[src/rtl/ext_req_arb_if.sv]
// Shared external memory port: level requests held until a one-cycle done pulse.
// Handshake: ext_rd_req/ext_wr_req rise with stable addr/data/wen and stay high until the target answers with exactly one ext_rrsp_val (read) or ext_wrsp_val (write) pulse; no other flow control exists.
interface ext_req_arb_if #(
  parameter int ADDR_WIDTH = 32,
  parameter int DATA_WIDTH = 32,
  parameter int STRB_WIDTH = DATA_WIDTH / 8
);
  logic                  ext_rd_req;
  logic                  ext_wr_req;
  logic [ADDR_WIDTH-1:0] ext_addr;
  logic [DATA_WIDTH-1:0] ext_wr_dat;
  logic [STRB_WIDTH-1:0] ext_wen;
  logic [DATA_WIDTH-1:0] ext_rrsp_dat;
  logic                  ext_rrsp_val;
  logic                  ext_wrsp_val;

  modport master (
    output ext_rd_req, ext_wr_req, ext_addr, ext_wr_dat, ext_wen,
    input  ext_rrsp_dat, ext_rrsp_val, ext_wrsp_val
  );

  modport slave (
    input  ext_rd_req, ext_wr_req, ext_addr, ext_wr_dat, ext_wen,
    output ext_rrsp_dat, ext_rrsp_val, ext_wrsp_val
  );
endinterface

[src/rtl/ext_req_arb.sv]
// Round-robin arbiter sharing one external request port between N_REQ requesters,
// one transaction outstanding, with an optional per-grant timeout that completes with an error.
module ext_req_arb #(
  parameter int N_REQ       = 2,
  parameter int DATA_WIDTH  = 32,
  parameter int ADDR_WIDTH  = 32,
  parameter int STRB_WIDTH  = DATA_WIDTH / 8,
  parameter int TIMEOUT_CYC = 256
) (
  input  logic                          clk,
  input  logic                          rst_n,
  input  logic [N_REQ-1:0]              req_rd,
  input  logic [N_REQ-1:0]              req_wr,
  input  logic [N_REQ*ADDR_WIDTH-1:0]   req_addr,
  input  logic [N_REQ*DATA_WIDTH-1:0]   req_wdat,
  input  logic [N_REQ*STRB_WIDTH-1:0]   req_wen,
  output logic [DATA_WIDTH-1:0]         rsp_rdat,
  output logic [N_REQ-1:0]              rsp_rval,
  output logic [N_REQ-1:0]              rsp_wval,
  output logic                          rsp_err,
  ext_req_arb_if.master                 ext,
  output logic [$clog2(N_REQ)-1:0]      grant_id,
  output logic                          busy,
  output logic [1:0]                    dbg_state
);

  localparam int ID_W  = $clog2(N_REQ);
  localparam int CNT_W = (TIMEOUT_CYC > 2) ? $clog2(TIMEOUT_CYC) : 1;
  localparam bit TMO_EN = (TIMEOUT_CYC != 0);
  localparam logic [CNT_W-1:0] TMO_LAST = (TIMEOUT_CYC > 0) ? CNT_W'(TIMEOUT_CYC - 1) : '0;
  localparam logic [ID_W-1:0]  LAST_ID  = ID_W'(N_REQ - 1);

  typedef enum logic [1:0] {
    ST_IDLE    = 2'd0,
    ST_WAIT    = 2'd1,
    ST_DONE    = 2'd2,
    ST_RELEASE = 2'd3
  } state_t;

  state_t                state_q, state_d;
  logic [ID_W-1:0]       rr_q, rr_d;
  logic [ID_W-1:0]       grant_q, grant_d;
  logic [CNT_W-1:0]      cnt_q, cnt_d;
  logic                  op_wr_q, op_wr_d;
  logic                  ext_rd_req_q, ext_rd_req_d;
  logic                  ext_wr_req_q, ext_wr_req_d;
  logic [ADDR_WIDTH-1:0] ext_addr_q, ext_addr_d;
  logic [DATA_WIDTH-1:0] ext_wr_dat_q, ext_wr_dat_d;
  logic [STRB_WIDTH-1:0] ext_wen_q, ext_wen_d;
  logic [DATA_WIDTH-1:0] rsp_rdat_q, rsp_rdat_d;
  logic [N_REQ-1:0]      rsp_rval_q, rsp_rval_d;
  logic [N_REQ-1:0]      rsp_wval_q, rsp_wval_d;
  logic                  rsp_err_q, rsp_err_d;
  logic                  busy_q, busy_d;

  logic [N_REQ-1:0]      active;
  logic [ID_W-1:0]       pick;
  int                    pick_i;
  logic                  rsp_hit;
  logic                  tmo_hit;

  // First active requester at or after ptr, wrapping.
  function automatic logic [ID_W-1:0] rr_pick(input logic [N_REQ-1:0] act,
                                              input logic [ID_W-1:0]  ptr);
    logic [ID_W-1:0] sel;
    logic            found;
    int              idx;
    sel   = ptr;
    found = 1'b0;
    for (int k = 0; k < N_REQ; k++) begin
      idx = (int'(ptr) + k) % N_REQ;
      if (!found && act[idx]) begin
        sel   = ID_W'(idx);
        found = 1'b1;
      end
    end
    return sel;
  endfunction

  always_comb begin
    state_d      = state_q;
    rr_d         = rr_q;
    grant_d      = grant_q;
    cnt_d        = cnt_q;
    op_wr_d      = op_wr_q;
    ext_rd_req_d = ext_rd_req_q;
    ext_wr_req_d = ext_wr_req_q;
    ext_addr_d   = ext_addr_q;
    ext_wr_dat_d = ext_wr_dat_q;
    ext_wen_d    = ext_wen_q;
    rsp_rdat_d   = rsp_rdat_q;
    rsp_rval_d   = '0;
    rsp_wval_d   = '0;
    rsp_err_d    = rsp_err_q;

    active  = req_rd | req_wr;
    pick    = rr_pick(active, rr_q);
    pick_i  = int'(pick);
    // Only the response type matching the granted op completes it.
    rsp_hit = op_wr_q ? ext.ext_wrsp_val : ext.ext_rrsp_val;
    tmo_hit = TMO_EN && (cnt_q == TMO_LAST);

    case (state_q)
      ST_IDLE: begin
        if (|active) begin
          grant_d      = pick;
          op_wr_d      = req_wr[pick];
          ext_wr_req_d = req_wr[pick];
          ext_rd_req_d = !req_wr[pick];
          ext_addr_d   = req_addr[pick_i*ADDR_WIDTH +: ADDR_WIDTH];
          ext_wr_dat_d = req_wdat[pick_i*DATA_WIDTH +: DATA_WIDTH];
          ext_wen_d    = req_wen[pick_i*STRB_WIDTH +: STRB_WIDTH];
          cnt_d        = '0;
          state_d      = ST_WAIT;
        end
      end
      ST_WAIT: begin
        if (rsp_hit) begin
          ext_rd_req_d        = 1'b0;
          ext_wr_req_d        = 1'b0;
          if (!op_wr_q) rsp_rdat_d = ext.ext_rrsp_dat;
          rsp_err_d           = 1'b0;
          rsp_rval_d[grant_q] = !op_wr_q;
          rsp_wval_d[grant_q] = op_wr_q;
          state_d             = ST_DONE;
        end else if (tmo_hit) begin
          ext_rd_req_d        = 1'b0;
          ext_wr_req_d        = 1'b0;
          rsp_rdat_d          = '0;
          rsp_err_d           = 1'b1;
          rsp_rval_d[grant_q] = !op_wr_q;
          rsp_wval_d[grant_q] = op_wr_q;
          state_d             = ST_DONE;
        end else begin
          cnt_d = cnt_q + 1'b1;
        end
      end
      ST_DONE: begin
        rr_d    = (grant_q == LAST_ID) ? '0 : grant_q + 1'b1;
        state_d = ST_RELEASE;
      end
      ST_RELEASE: begin
        rsp_err_d = 1'b0;
        state_d   = ST_IDLE;
      end
      default: state_d = ST_IDLE;
    endcase

    busy_d = (state_d != ST_IDLE);
  end

  always_ff @(posedge clk or negedge rst_n) begin
    if (!rst_n) begin
      state_q      <= ST_IDLE;
      rr_q         <= '0;
      grant_q      <= '0;
      cnt_q        <= '0;
      op_wr_q      <= 1'b0;
      ext_rd_req_q <= 1'b0;
      ext_wr_req_q <= 1'b0;
      ext_addr_q   <= '0;
      ext_wr_dat_q <= '0;
      ext_wen_q    <= '0;
      rsp_rdat_q   <= '0;
      rsp_rval_q   <= '0;
      rsp_wval_q   <= '0;
      rsp_err_q    <= 1'b0;
      busy_q       <= 1'b0;
    end else begin
      state_q      <= state_d;
      rr_q         <= rr_d;
      grant_q      <= grant_d;
      cnt_q        <= cnt_d;
      op_wr_q      <= op_wr_d;
      ext_rd_req_q <= ext_rd_req_d;
      ext_wr_req_q <= ext_wr_req_d;
      ext_addr_q   <= ext_addr_d;
      ext_wr_dat_q <= ext_wr_dat_d;
      ext_wen_q    <= ext_wen_d;
      rsp_rdat_q   <= rsp_rdat_d;
      rsp_rval_q   <= rsp_rval_d;
      rsp_wval_q   <= rsp_wval_d;
      rsp_err_q    <= rsp_err_d;
      busy_q       <= busy_d;
    end
  end

  assign ext.ext_rd_req = ext_rd_req_q;
  assign ext.ext_wr_req = ext_wr_req_q;
  assign ext.ext_addr   = ext_addr_q;
  assign ext.ext_wr_dat = ext_wr_dat_q;
  assign ext.ext_wen    = ext_wen_q;
  assign rsp_rdat       = rsp_rdat_q;
  assign rsp_rval       = rsp_rval_q;
  assign rsp_wval       = rsp_wval_q;
  assign rsp_err        = rsp_err_q;
  assign grant_id       = grant_q;
  assign busy           = busy_q;
  assign dbg_state      = state_q;

endmodule

[src/flat_wrapper.sv]
// flat-port wrapper written by rule: the top's interface ports become plain ports
module ext_req_arb_flat 
#(
  parameter int N_REQ       = 2,
  parameter int DATA_WIDTH  = 32,
  parameter int ADDR_WIDTH  = 32,
  parameter int STRB_WIDTH  = DATA_WIDTH / 8,
  parameter int TIMEOUT_CYC = 256
)
  (clk, rst_n, req_rd, req_wr, req_addr, req_wdat, req_wen, rsp_rdat, rsp_rval, rsp_wval, rsp_err, grant_id, busy, dbg_state, ext_ext_rd_req, ext_ext_wr_req, ext_ext_addr, ext_ext_wr_dat, ext_ext_wen, ext_ext_rrsp_dat, ext_ext_rrsp_val, ext_ext_wrsp_val);
  ext_req_arb_if #(.ADDR_WIDTH(ADDR_WIDTH), .DATA_WIDTH(DATA_WIDTH), .STRB_WIDTH(STRB_WIDTH)) ext_i ();
  input  logic clk;
  input  logic rst_n;
  input  logic [N_REQ-1:0] req_rd;
  input  logic [N_REQ-1:0] req_wr;
  input  logic [N_REQ*ADDR_WIDTH-1:0] req_addr;
  input  logic [N_REQ*DATA_WIDTH-1:0] req_wdat;
  input  logic [N_REQ*STRB_WIDTH-1:0] req_wen;
  output logic [DATA_WIDTH-1:0] rsp_rdat;
  output logic [N_REQ-1:0] rsp_rval;
  output logic [N_REQ-1:0] rsp_wval;
  output logic rsp_err;
  output logic [$clog2(N_REQ)-1:0] grant_id;
  output logic busy;
  output logic [1:0] dbg_state;
  output wire logic [$bits(ext_i.ext_rd_req)-1:0] ext_ext_rd_req;
  output wire logic [$bits(ext_i.ext_wr_req)-1:0] ext_ext_wr_req;
  output wire logic [$bits(ext_i.ext_addr)-1:0] ext_ext_addr;
  output wire logic [$bits(ext_i.ext_wr_dat)-1:0] ext_ext_wr_dat;
  output wire logic [$bits(ext_i.ext_wen)-1:0] ext_ext_wen;
  input wire logic [$bits(ext_i.ext_rrsp_dat)-1:0] ext_ext_rrsp_dat;
  input wire logic [$bits(ext_i.ext_rrsp_val)-1:0] ext_ext_rrsp_val;
  input wire logic [$bits(ext_i.ext_wrsp_val)-1:0] ext_ext_wrsp_val;
  assign ext_ext_rd_req = ext_i.ext_rd_req;
  assign ext_ext_wr_req = ext_i.ext_wr_req;
  assign ext_ext_addr = ext_i.ext_addr;
  assign ext_ext_wr_dat = ext_i.ext_wr_dat;
  assign ext_ext_wen = ext_i.ext_wen;
  assign ext_i.ext_rrsp_dat = ext_ext_rrsp_dat;
  assign ext_i.ext_rrsp_val = ext_ext_rrsp_val;
  assign ext_i.ext_wrsp_val = ext_ext_wrsp_val;
  ext_req_arb #(.N_REQ(N_REQ), .DATA_WIDTH(DATA_WIDTH), .ADDR_WIDTH(ADDR_WIDTH), .STRB_WIDTH(STRB_WIDTH), .TIMEOUT_CYC(TIMEOUT_CYC)) u_core (.clk(clk), .rst_n(rst_n), .req_rd(req_rd), .req_wr(req_wr), .req_addr(req_addr), .req_wdat(req_wdat), .req_wen(req_wen), .rsp_rdat(rsp_rdat), .rsp_rval(rsp_rval), .rsp_wval(rsp_wval), .rsp_err(rsp_err), .ext(ext_i), .grant_id(grant_id), .busy(busy), .dbg_state(dbg_state));
endmodule
[config.mk]
export PLATFORM = sky130hd
export DESIGN_NAME = ext_req_arb_flat
export DESIGN_NICKNAME = d
export VERILOG_FILES = /design/src/rtl/ext_req_arb_if.sv /design/src/rtl/ext_req_arb.sv /design/src/flat_wrapper.sv
export SDC_FILE = /design/constraint.sdc
export NUM_CORES = 1
export LEC_CHECK = 0
export BUFFER_PORTS_ARGS = -buffer_cell sky130_fd_sc_hd__buf_2
export CORE_MARGIN = 3
export CORE_UTILIZATION = 45
export DETAILED_ROUTE_END_ITERATION = 7
export GPL_ROUTABILITY_DRIVEN = 0
export PLACE_DENSITY = 0.82
export SLEW_MARGIN = 20
export SYNTH_ARGS = -nofsm -noshare
export SYNTH_HDL_FRONTEND = slang
export SYNTH_SLANG_ARGS = --single-unit
[constraint.sdc]
create_clock -name clk -period 2.3 [get_ports clk]
set_input_delay 0.345 -clock clk [delete_from_list [all_inputs] [get_ports clk]]
set_output_delay 0.345 -clock clk [all_outputs]
set_load 0.05 [all_outputs]
==> impl_metrics.env, run 1 <==
export IMPL_h_tree_depth=4
export IMPL_die_y_um=114.0
export IMPL_synth_largest_area_cell="dfrtp_1"
export IMPL_drv_cap=0
export IMPL_min_path_type="primary input to register"
export IMPL_drt_iter0_drc=333
export IMPL_ys_top_cells_by_area="dfrtp_1, mux2i_1, o21ai_0"
export IMPL_drc=0
export IMPL_endpoint_kind="register"
export IMPL_max_freq_mhz=529.6
export IMPL_ant_nets=0
export IMPL_cts_buffer_depth=2
export IMPL_p_switching_mw=6.486
export IMPL_async_flop_share_pct=100.0
export IMPL_first_global_vias=4730
export IMPL_dp_hpwl_um=10820
export IMPL_start_util_pct=47.15
export IMPL_core_area_mm2=0.01113
export IMPL_die_w_um=114.0
export IMPL_clock_latency_ps=400
export IMPL_power_internal_mw=6.602
export IMPL_yosys_top_cells_count="dfrtp_1, nand2_1, mux2i_1"
export IMPL_setup_tns_ps=0
export IMPL_holdPathEnd="u_core.rsp_rdat[5]$_DFFE_PN0P_"
export IMPL_dieArea_mm2=0.01299
export IMPL_cts_root_buf="clkbuf_16"
export IMPL_status="finished, final reports clean"
export IMPL_hold_viol=0
export IMPL_fin_ws_ps=411.8
export IMPL_crit_fanout=32
export IMPL_post_place_cells=868
export IMPL_numCtsBuffers=17
export IMPL_ios=287
export IMPL_slew_headroom_pct=61.53
export IMPL_startpoint_type="register"
export IMPL_routed_wl_um=14410
export IMPL_syn_inst=468
export IMPL_overflow=0
export IMPL_rr_endpoint="u_core.rsp_rdat[13]$_DFFE_PN0P_"
export IMPL_ys_ff_latch=121
export IMPL_diodes=0
export IMPL_num_vias=4684
export IMPL_wl_per_cell_um=16.01
export IMPL_period_share_pct=82.09
export IMPL_synth_cell_types=35
export IMPL_syn_nets=645
export IMPL_clk_pin_slew_ps=50
export IMPL_sequentialPowerShare_pct=28.1
export IMPL_num_rows=38
export IMPL_final_cells=900
export IMPL_grt_pass1_wl_um=22490
export IMPL_swShare_pct=49.56
export IMPL_port_buffers=286
export IMPL_synth_top_area_share_pct=57.72
export IMPL_power_leakage_nw=4.034
export IMPL_drive_above_1_share_pct=42.76
export IMPL_antenna_found_initial=0
export IMPL_required_ps=2570
export IMPL_grt_max_degree=76
export IMPL_cts_tree="built"
export IMPL_syn_area_mm2=0.005246
export IMPL_hold_start="ext_ext_rrsp_dat[5]"
export IMPL_clock_sinks=121
export IMPL_synth_most_common_cell="dfrtp_1"
export IMPL_comb_power_share_pct=51.8
export IMPL_crit_arrival_ps=2160
export IMPL_synth_ff_type="dfrtp_1"
export IMPL_power_density_mw_per_mm2=1770
export IMPL_final_core_util_pct=66.48
export IMPL_finalMaxSlewViolations=0
export IMPL_avgSynthCellArea_um2=11.21
export IMPL_nets=925
export IMPL_power_share_clock_pct=20.1
export IMPL_min_period_ps=1888
export IMPL_reg2reg_depth=6
export IMPL_track_usage_pct=21.78
export IMPL_yosys_warnings=0
export IMPL_area_growth_pct=40.97
export IMPL_setup_viol=0
export IMPL_r2r_slack_ps=410
export IMPL_fin_skew_ps=8.244
export IMPL_drt_pass1_iter_count=4
export IMPL_peakVddDrop_uv=1097
export IMPL_drt_vias_per_instance=5.204
export IMPL_r2r_start="u_core.cnt_q[0]$_DFFE_PN0P_"
export IMPL_rsz0062_at_grt="no"
export IMPL_tightest_slew_ps=577.0
export IMPL_cts_setup_buffers=0
export IMPL_yosysSeqAreaShare_pct=57.72
export IMPL_synth_edf_count=0
export IMPL_pre_cts_slack_ps=434.7
export IMPL_crit_type="register to register"
export IMPL_hold_path_depth=2
-- logic make-up after synthesis --
family	count (synthesis)	synth area share (%)
AND/OR/NAND/NOR	115	9.779
adder cells (fa/ha/maj)	2	0.4531
flip-flops	121	57.72
AO/OA/AOI/OAI	124	15.10
XOR/XNOR	1	0.1670
buffers and inverters	35	3.410
multiplexers	70	13.38
-- power by group through the flow --
stage	combinational, mW	sequential (mW)	clock, mW
5_1_grt	7.19	3.80	2.78
4_1_cts	6.85	3.68	2.68
3_5_place_dp	6.84	3.69	0
3_3_place_gp	6.65	3.66	0
6_report	6.78	3.68	2.63
2_1_floorplan	2.00	6.78	0
-- timing repair --
| item | in CTS | in global routing |
|---|---|---|
| gates resized for setup | 0 | 0 |
| hold buffers | 1 | 0 |
| endpoints found under the hold margin | 75 | 0 |
-- flip-flops by register name, summed over array words and instances, names as in the netlist, 2 cells and up --
name and count:
u_core.ext.ext_wr_dat 32, u_core.cnt_q 8, u_core.rsp_rdat 32, u_core.rsp_rval 2
u_core.ext.ext_wen 4, u_core.dbg_state 2, u_core.rsp_wval 2, u_core.ext.ext_addr 32
-- critical path, cell delays in order (launching register included) --
cell,delay [ps]
dfrtp_1,380
ha_1,260
nand3_1,210
o31ai_1,270
o211ai_1,130
buf_4,260
a22o_1,230
-- cells in the final DEF, fill, tap and decap left out, types with 2 or more instances in the layout --
cell,n
a211o_1,5
a21oi_1,3
a22o_1,35
a31oi_1,2
and3_1,6
buf_12,4
buf_2,285
buf_4,5
bufinv_16,3
clkbuf_1,4
clkbuf_16,17
clkbuf_8,2
clkinv_2,3
clkinvlp_4,2
dfrtp_1,121
mux2i_1,69
nand2_1,76
nand2b_1,4
nand3_1,6
nor2_1,4
nor3_1,6
nor3b_1,5
o211ai_1,2
o21ai_0,64
o21ai_1,9
-- final cells by class --
type                            count  area [um2]
Clock buffer                       23       467.9
Clock inverter                      8       120.1
Fill cell                         890        3730
Inverter                            1       3.754
Multi-Input combinational cell    312        2047
Sequential cell                   121        3028
Tap cell                          140       175.2
Timing Repair Buffer              295        1554
-- worst max-delay path by stage --
stage,depth (start not counted),end,startpoint
2_1_floorplan,5,u_core.cnt_q[2]$_DFFE_PN0P_,u_core.dbg_state[0]$_DFF_PN0_
3_3_place_gp,6,u_core.ext.ext_addr[13]$_DFFE_PN0P_,req_wr[1]
3_5_place_dp,6,u_core.ext.ext_addr[13]$_DFFE_PN0P_,req_wr[1]
4_1_cts,6,u_core.rsp_rdat[13]$_DFFE_PN0P_,u_core.cnt_q[0]$_DFFE_PN0P_
5_1_grt,6,u_core.rsp_rdat[24]$_DFFE_PN0P_,u_core.cnt_q[0]$_DFFE_PN0P_
6_report,6,u_core.rsp_rdat[13]$_DFFE_PN0P_,u_core.cnt_q[0]$_DFFE_PN0P_
-- through the flow --
stage               area (um2)  hold slack (ps)  total power, mW
finish                    7396            170.2            13.09
global route              7396            158.7            13.77
CTS                       7396            153.4            13.21
detailed placement        6798            397.7            10.53
global placement          6798            389.4            10.31
floorplan                 5246            49.41            8.781
-- routing by layer --
layer,up-vias,share of wire [%],global-route usage [%]
met2,207,52,39.03
met3,29,8.0,5.517
li1,2235,-,-
met5,-,0,0
met4,0,2.3,8.472
met1,2213,38,24.86
Note: power is estimated with default switching activity, not from simulation.
==> inputs of run 2 (changes only) <==
Settings changed: ABC_AREA from default to 1, CORE_UTILIZATION 45 to 48.
Clock period 2.3 ns to 1.9 ns, I/O delays scaled along.
==> impl_metrics.env, run 2 <==
export IMPL_final_cell_mix="buf_2, nand2_1, inv_1, nand3_1, dfrtp_1"
export IMPL_tightest_slew_ps=450.8
export IMPL_period_share_pct=86.84
export IMPL_max_freq_mhz=606.1
export IMPL_rsz0062_at_grt="no"
export IMPL_comb_power_share_pct=54.8
export IMPL_p_switching_mw=9.128
export IMPL_sequentialPowerShare_pct=26.5
export IMPL_hold_path_depth=3
export IMPL_drv_cap=0
export IMPL_max_stage_delay_ps=390
export IMPL_power_share_clock_pct=18.7
export IMPL_yosys_warnings=0
export IMPL_start_util_pct=49.36
export IMPL_dieArea_mm2=0.01511
export IMPL_nets=1314
export IMPL_grt_max_degree=76
export IMPL_die_w_um=122.9
export IMPL_num_vias=6374
export IMPL_synth_ff_type="dfrtp_1"
export IMPL_worst_path_max_delay_cell="dfrtp_1"
export IMPL_r2r_slack_ps=250
export IMPL_min_path_type="primary input to register"
export IMPL_drt_pass1_iter_count=4
export IMPL_startpoint_type="register"
export IMPL_cp_cell_sequence="ha_1 > nand2_2 > nor2_2 > nand2_2 > nand2_4 > nand3_4 > buf_12 > nand2_1 > nand2_1"
export IMPL_min_period_ps=1650
export IMPL_fin_ws_ps=250.1
export IMPL_routed_wl_um=18000
export IMPL_crit_arrival_ps=1950
export IMPL_clock_latency_ps=420
export IMPL_h_tree_depth=4
export IMPL_first_global_vias=6007
export IMPL_grt_pass1_wl_um=28810
export IMPL_endpoint_kind="register"
export IMPL_power_density_mw_per_mm2=1971
export IMPL_antenna_found_initial=0
export IMPL_synth_edf_count=0
export IMPL_final_common_cell="buf_2"
export IMPL_synth_top_area_share_pct=46.14
export IMPL_required_ps=2200
export IMPL_rr_endpoint="u_core.rsp_rdat[31]$_DFFE_PN0P_"
export IMPL_syn_nets=1040
export IMPL_wl_per_cell_um=13.57
export IMPL_setup_viol=0
export IMPL_clock_sinks=121
export IMPL_async_flop_share_pct=100.0
export IMPL_status="finished, final reports clean"
export IMPL_power_leakage_nw=5.342
export IMPL_cts_buffer_depth=2
export IMPL_hold_viol=0
export IMPL_dp_hpwl_um=13400
export IMPL_drt_vias_per_instance=4.807
export IMPL_ys_ff_latch=121
export IMPL_setup_tns_ps=0
export IMPL_crit_fanout=32
export IMPL_synth_cell_types=25
export IMPL_yosys_top_cells_count="nand2_1, inv_1, nand3_1"
export IMPL_syn_inst=863
export IMPL_worst_path_buf_inv=1
export IMPL_ant_nets=0
export IMPL_diodes=0
export IMPL_reg2reg_depth=9
export IMPL_num_rows=42
export IMPL_pre_cts_slack_ps=284.2
export IMPL_cts_setup_buffers=0
export IMPL_track_usage_pct=24.01
export IMPL_cts_root_buf="clkbuf_16"
export IMPL_numCtsBuffers=17
export IMPL_worst_path_stages=9
export IMPL_drive_above_1_share_pct=36.00
export IMPL_fin_skew_ps=15.33
export IMPL_ys_top_cells_by_area="dfrtp_1, nand2_1, nand3_1"
export IMPL_slew_headroom_pct=69.95
export IMPL_drt_iter0_drc=303
export IMPL_path_delay_family="simple AND/OR/NAND/NOR gates"
export IMPL_syn_area_mm2=0.006563
export IMPL_synth_largest_area_cell="dfrtp_1"
export IMPL_overflow=0
export IMPL_drc=0
export IMPL_peakVddDrop_uv=1145
export IMPL_clk_pin_slew_ps=60
export IMPL_synth_most_common_cell="nand2_1"
export IMPL_port_buffers=286
export IMPL_hold_start="ext_ext_rrsp_dat[11]"
export IMPL_core_area_mm2=0.01330
export IMPL_die_y_um=122.9
export IMPL_yosysSeqAreaShare_pct=46.14
export IMPL_area_growth_pct=33.54
export IMPL_finalMaxSlewViolations=0
export IMPL_crit_type="register to register"
export IMPL_ios=287
export IMPL_swShare_pct=52.85
export IMPL_avgSynthCellArea_um2=7.604
export IMPL_cts_tree="built"
export IMPL_power_internal_mw=8.144
export IMPL_holdPathEnd="u_core.rsp_rdat[11]$_DFFE_PN0P_"
export IMPL_r2r_start="u_core.cnt_q[1]$_DFFE_PN0P_"
run 2: final cells by class:
| type | count | area, um2 |
|---|---|---|
| clock buffers | 18 | 439.2 |
| clock inverters | 14 | 155.1 |
| fillers | 1123 | 4532 |
| inverters | 151 | 566.8 |
| multi-input cells | 542 | 2708 |
| flip-flops and latches | 121 | 3028 |
| well taps | 176 | 220.2 |
| repair buffers | 304 | 1647 |
run 2: power groups by stage:
stage	registers (mW)	clock network, mW	logic [mW]
floorplan	8.25	0	3.50
global placement	4.56	0	9.39
detailed placement	4.54	0	9.58
CTS	4.57	3.28	9.57
global route	4.70	3.39	10.2
finish	4.57	3.23	9.47
run 2: tightest hold or removal path: stages:
cell and delay [ps]:
buf_2 100, nand4_1 90, nand2_2 50
run 2: routing by layer:
metal | vias up | part of all wire, % | global-route usage (%)
met3 | 27 | 9.0 | 7.319
li1 | 3184 | - | -
met2 | 247 | 50 | 39.26
met4 | 0 | 1.4 | 7.698
met1 | 2916 | 40 | 30.60
met5 | - | 0 | 0
run 2: stage by stage:
step / area [um2] / power (mW) / std cells / utilization (%) / hold WS, ps
detailed placement: 8159 / 14.12 / 1293 / 61.37 / 292.6
global route: 8763 / 18.29 / 1326 / 65.91 / 138.2
global placement: 8159 / 13.94 / 1293 / 61.37 / 295.0
floorplan: 6563 / 11.76 / 863 / - / -10.59
finish: 8763 / 17.27 / 1326 / 65.91 / 147.9
CTS: 8763 / 17.41 / 1326 / 65.91 / 132.2
run 2: logic make-up (layout without fill, tap and decap cells):
group                      Yosys count  in the layout  share of synthesized area (%)
adders and majority gates            1              1                         0.1906
DFF                                121            121                          46.14
buffers and inverters              200            487                          12.68
AOI/OAI and AO/OA                    8              8                         0.6100
xor gates and xnor gates             1              1                         0.1335
and+or+nand+nor                    532            532                          40.25
run 2: repair_timing:
action,in CTS,in global routing
resized for setup,0,0
endpoints found under the setup margin,0,0
hold buffers,1,0
hold endpoints to repair,121,0
run 2: how the worst max path moves through the flow:
| stage | startpoint | endpoint | slack (ps) |
|---|---|---|---|
| 6_report | u_core.cnt_q[1]$_DFFE_PN0P_ | u_core.rsp_rdat[31]$_DFFE_PN0P_ | 250 |
| 5_1_grt | u_core.cnt_q[1]$_DFFE_PN0P_ | u_core.rsp_rdat[31]$_DFFE_PN0P_ | 160 |
| 4_1_cts | u_core.cnt_q[1]$_DFFE_PN0P_ | u_core.rsp_rdat[31]$_DFFE_PN0P_ | 270 |
| 3_5_place_dp | u_core.cnt_q[1]$_DFFE_PN0P_ | u_core.rsp_rdat[31]$_DFFE_PN0P_ | 280 |
| 3_3_place_gp | u_core.cnt_q[0]$_DFFE_PN0P_ | u_core.rsp_rdat[31]$_DFFE_PN0P_ | 350 |
| 2_1_floorplan | u_core.dbg_state[0]$_DFF_PN0_ | u_core.rsp_rdat[11]$_DFFE_PN0P_ | 260 |
==> inputs of run 3 (changes only) <==
Settings changed: GPL_TIMING_DRIVEN from default to 0.
==> impl_metrics.env, run 3 (synthesized netlist as in run 2, its figures left out) <==
export IMPL_status="finished, final reports clean"
export IMPL_nets=1347
export IMPL_crit_arrival_ps=1970
export IMPL_drc=0
export IMPL_drt_iter0_drc=372
export IMPL_core_area_mm2=0.01330
export IMPL_final_cells=1360
export IMPL_h_tree_depth=4
export IMPL_drv_cap=0
export IMPL_min_path_type="primary input to register"
export IMPL_swShare_pct=52.24
export IMPL_cts_root_buf="clkbuf_16"
export IMPL_fin_skew_ps=8.661
export IMPL_p_total_mw=17.72
export IMPL_clock_sinks=121
export IMPL_clock_latency_ps=410
export IMPL_power_leakage_nw=5.414
export IMPL_pre_cts_slack_ps=32.38
export IMPL_dr_wl_met2_um=9373
export IMPL_max_freq_mhz=599.0
export IMPL_period_share_pct=87.86
export IMPL_start_util_pct=49.36
export IMPL_finalMaxSlewViolations=0
export IMPL_startpoint_type="register"
export IMPL_ios=287
export IMPL_final_core_util_pct=66.89
export IMPL_whs_ps=144.0
export IMPL_min_period_ps=1669
export IMPL_hold_viol=0
export IMPL_final_common_cell="buf_2"
export IMPL_final_cell_mix="buf_2, nand2_1, inv_1, nand3_1, dfrtp_1"
export IMPL_crit_fanout=10
export IMPL_endpoint_kind="register"
export IMPL_die_w_um=122.9
export IMPL_required_ps=2200
export IMPL_fin_ws_ps=230.6
export IMPL_ant_nets=0
export IMPL_track_usage_pct=25.93
export IMPL_met3WireLength_um=1840
export IMPL_routed_wl_um=19330
export IMPL_tightest_slew_ps=473.9
export IMPL_peakVddDrop_uv=1408
export IMPL_sequentialPowerShare_pct=25.7
export IMPL_place_area_mm2=0.008248
export IMPL_cts_setup_buffers=0
export IMPL_power_density_mw_per_mm2=1992
export IMPL_overflow=0
export IMPL_antenna_found_initial=1
export IMPL_drive_above_1_share_pct=35.42
export IMPL_power_internal_mw=8.462
export IMPL_top_layer_used="met5"
export IMPL_crit_type="register to register"
export IMPL_die_y_um=122.9
export IMPL_wl_met1_um=7433
export IMPL_cts_tree="built"
export IMPL_setup_viol=0
export IMPL_drt_pass1_iter_count=5
export IMPL_cts_buffer_depth=2
export IMPL_setup_tns_ps=0
export IMPL_dp_hpwl_um=14570
export IMPL_p_switching_mw=9.255
export IMPL_rsz0062_at_grt="no"
export IMPL_wl_per_cell_um=14.21
export IMPL_num_rows=42
export IMPL_area_growth_pct=35.52
export IMPL_port_buffers=286
export IMPL_dieArea_mm2=0.01511
export IMPL_drt_vias_per_instance=4.912
export IMPL_first_global_vias=6442
export IMPL_numCtsBuffers=17
export IMPL_num_vias=6680
export IMPL_grt_max_degree=75
export IMPL_grt_pass1_wl_um=30850
export IMPL_clk_pin_slew_ps=60
export IMPL_fin_area_mm2=0.008894
export IMPL_power_share_clock_pct=19.6
export IMPL_slew_headroom_pct=68.41
export IMPL_post_place_cells=1326
export IMPL_comb_power_share_pct=54.7
[run 3: critical path: stages, from the launching register on]
cell	delay (ps)
dfrtp_1	400
inv_1	50
nand2_1	270
buf_2	300
buf_2	250
nand3_1	110
nand3_1	110
nand2_1	60
[run 3: layer usage]
layer / vias up / GRT usage, %
met2: 289 / 42.64
met3: 51 / 8.234
met1: 3068 / 31.19
li1: 3270 / -
met5: - / 0
met4: 2 / 11.62
[run 3: layout make-up]
type	count	area [um2]
buffer	49	266.5
clock inverter	8	140.1
inverter	151	566.8
clock buffer	24	491.7
timing repair buffer	288	1475
tap	176	220.2
multi-input combinational	542	2703
sequential	121	3028
fill	1149	4402
antenna	1	2.502
[run 3: path summary, 6_finish.rpt]
kind                       cells past startpoint  slack (ps)                               endpoint                              start
max                                            7         230  u_core.ext.ext_wr_dat[22]$_DFFE_PN0P_            u_core.rr_q$_DFFE_PN0P_
min                                            3         140        u_core.rsp_rdat[31]$_DFFE_PN0P_               ext_ext_rrsp_dat[31]
max reg2reg                                    7         230  u_core.ext.ext_wr_dat[22]$_DFFE_PN0P_            u_core.rr_q$_DFFE_PN0P_
min reg2reg                                    2         460      u_core.ext.ext_rd_req$_DFFE_PN0P_  u_core.ext.ext_rd_req$_DFFE_PN0P_
max in group asynchronous                      3         810    u_core.ext.ext_addr[29]$_DFFE_PN0P_                              rst_n
min in group asynchronous                      2         380        u_core.rsp_rdat[10]$_DFFE_PN0P_                              rst_n
[run 3: repair_timing]
action / in CTS / in global routing
endpoints found under the setup margin: 0 / 10
hold buffers: 1 / 0
endpoints found under the hold margin: 47 / 0
gates resized for setup: 0 / 2
[run 3: power groups by stage]
stage / Combinational [mW] / Clock [mW] / Sequential (mW)
2_1_floorplan: 3.50 / 0 / 8.25
3_3_place_gp: 9.57 / 0 / 4.52
3_5_place_dp: 9.76 / 0 / 4.54
4_1_cts: 9.76 / 3.51 / 4.55
5_1_grt: 10.5 / 3.63 / 4.69
6_report: 9.69 / 3.47 / 4.56
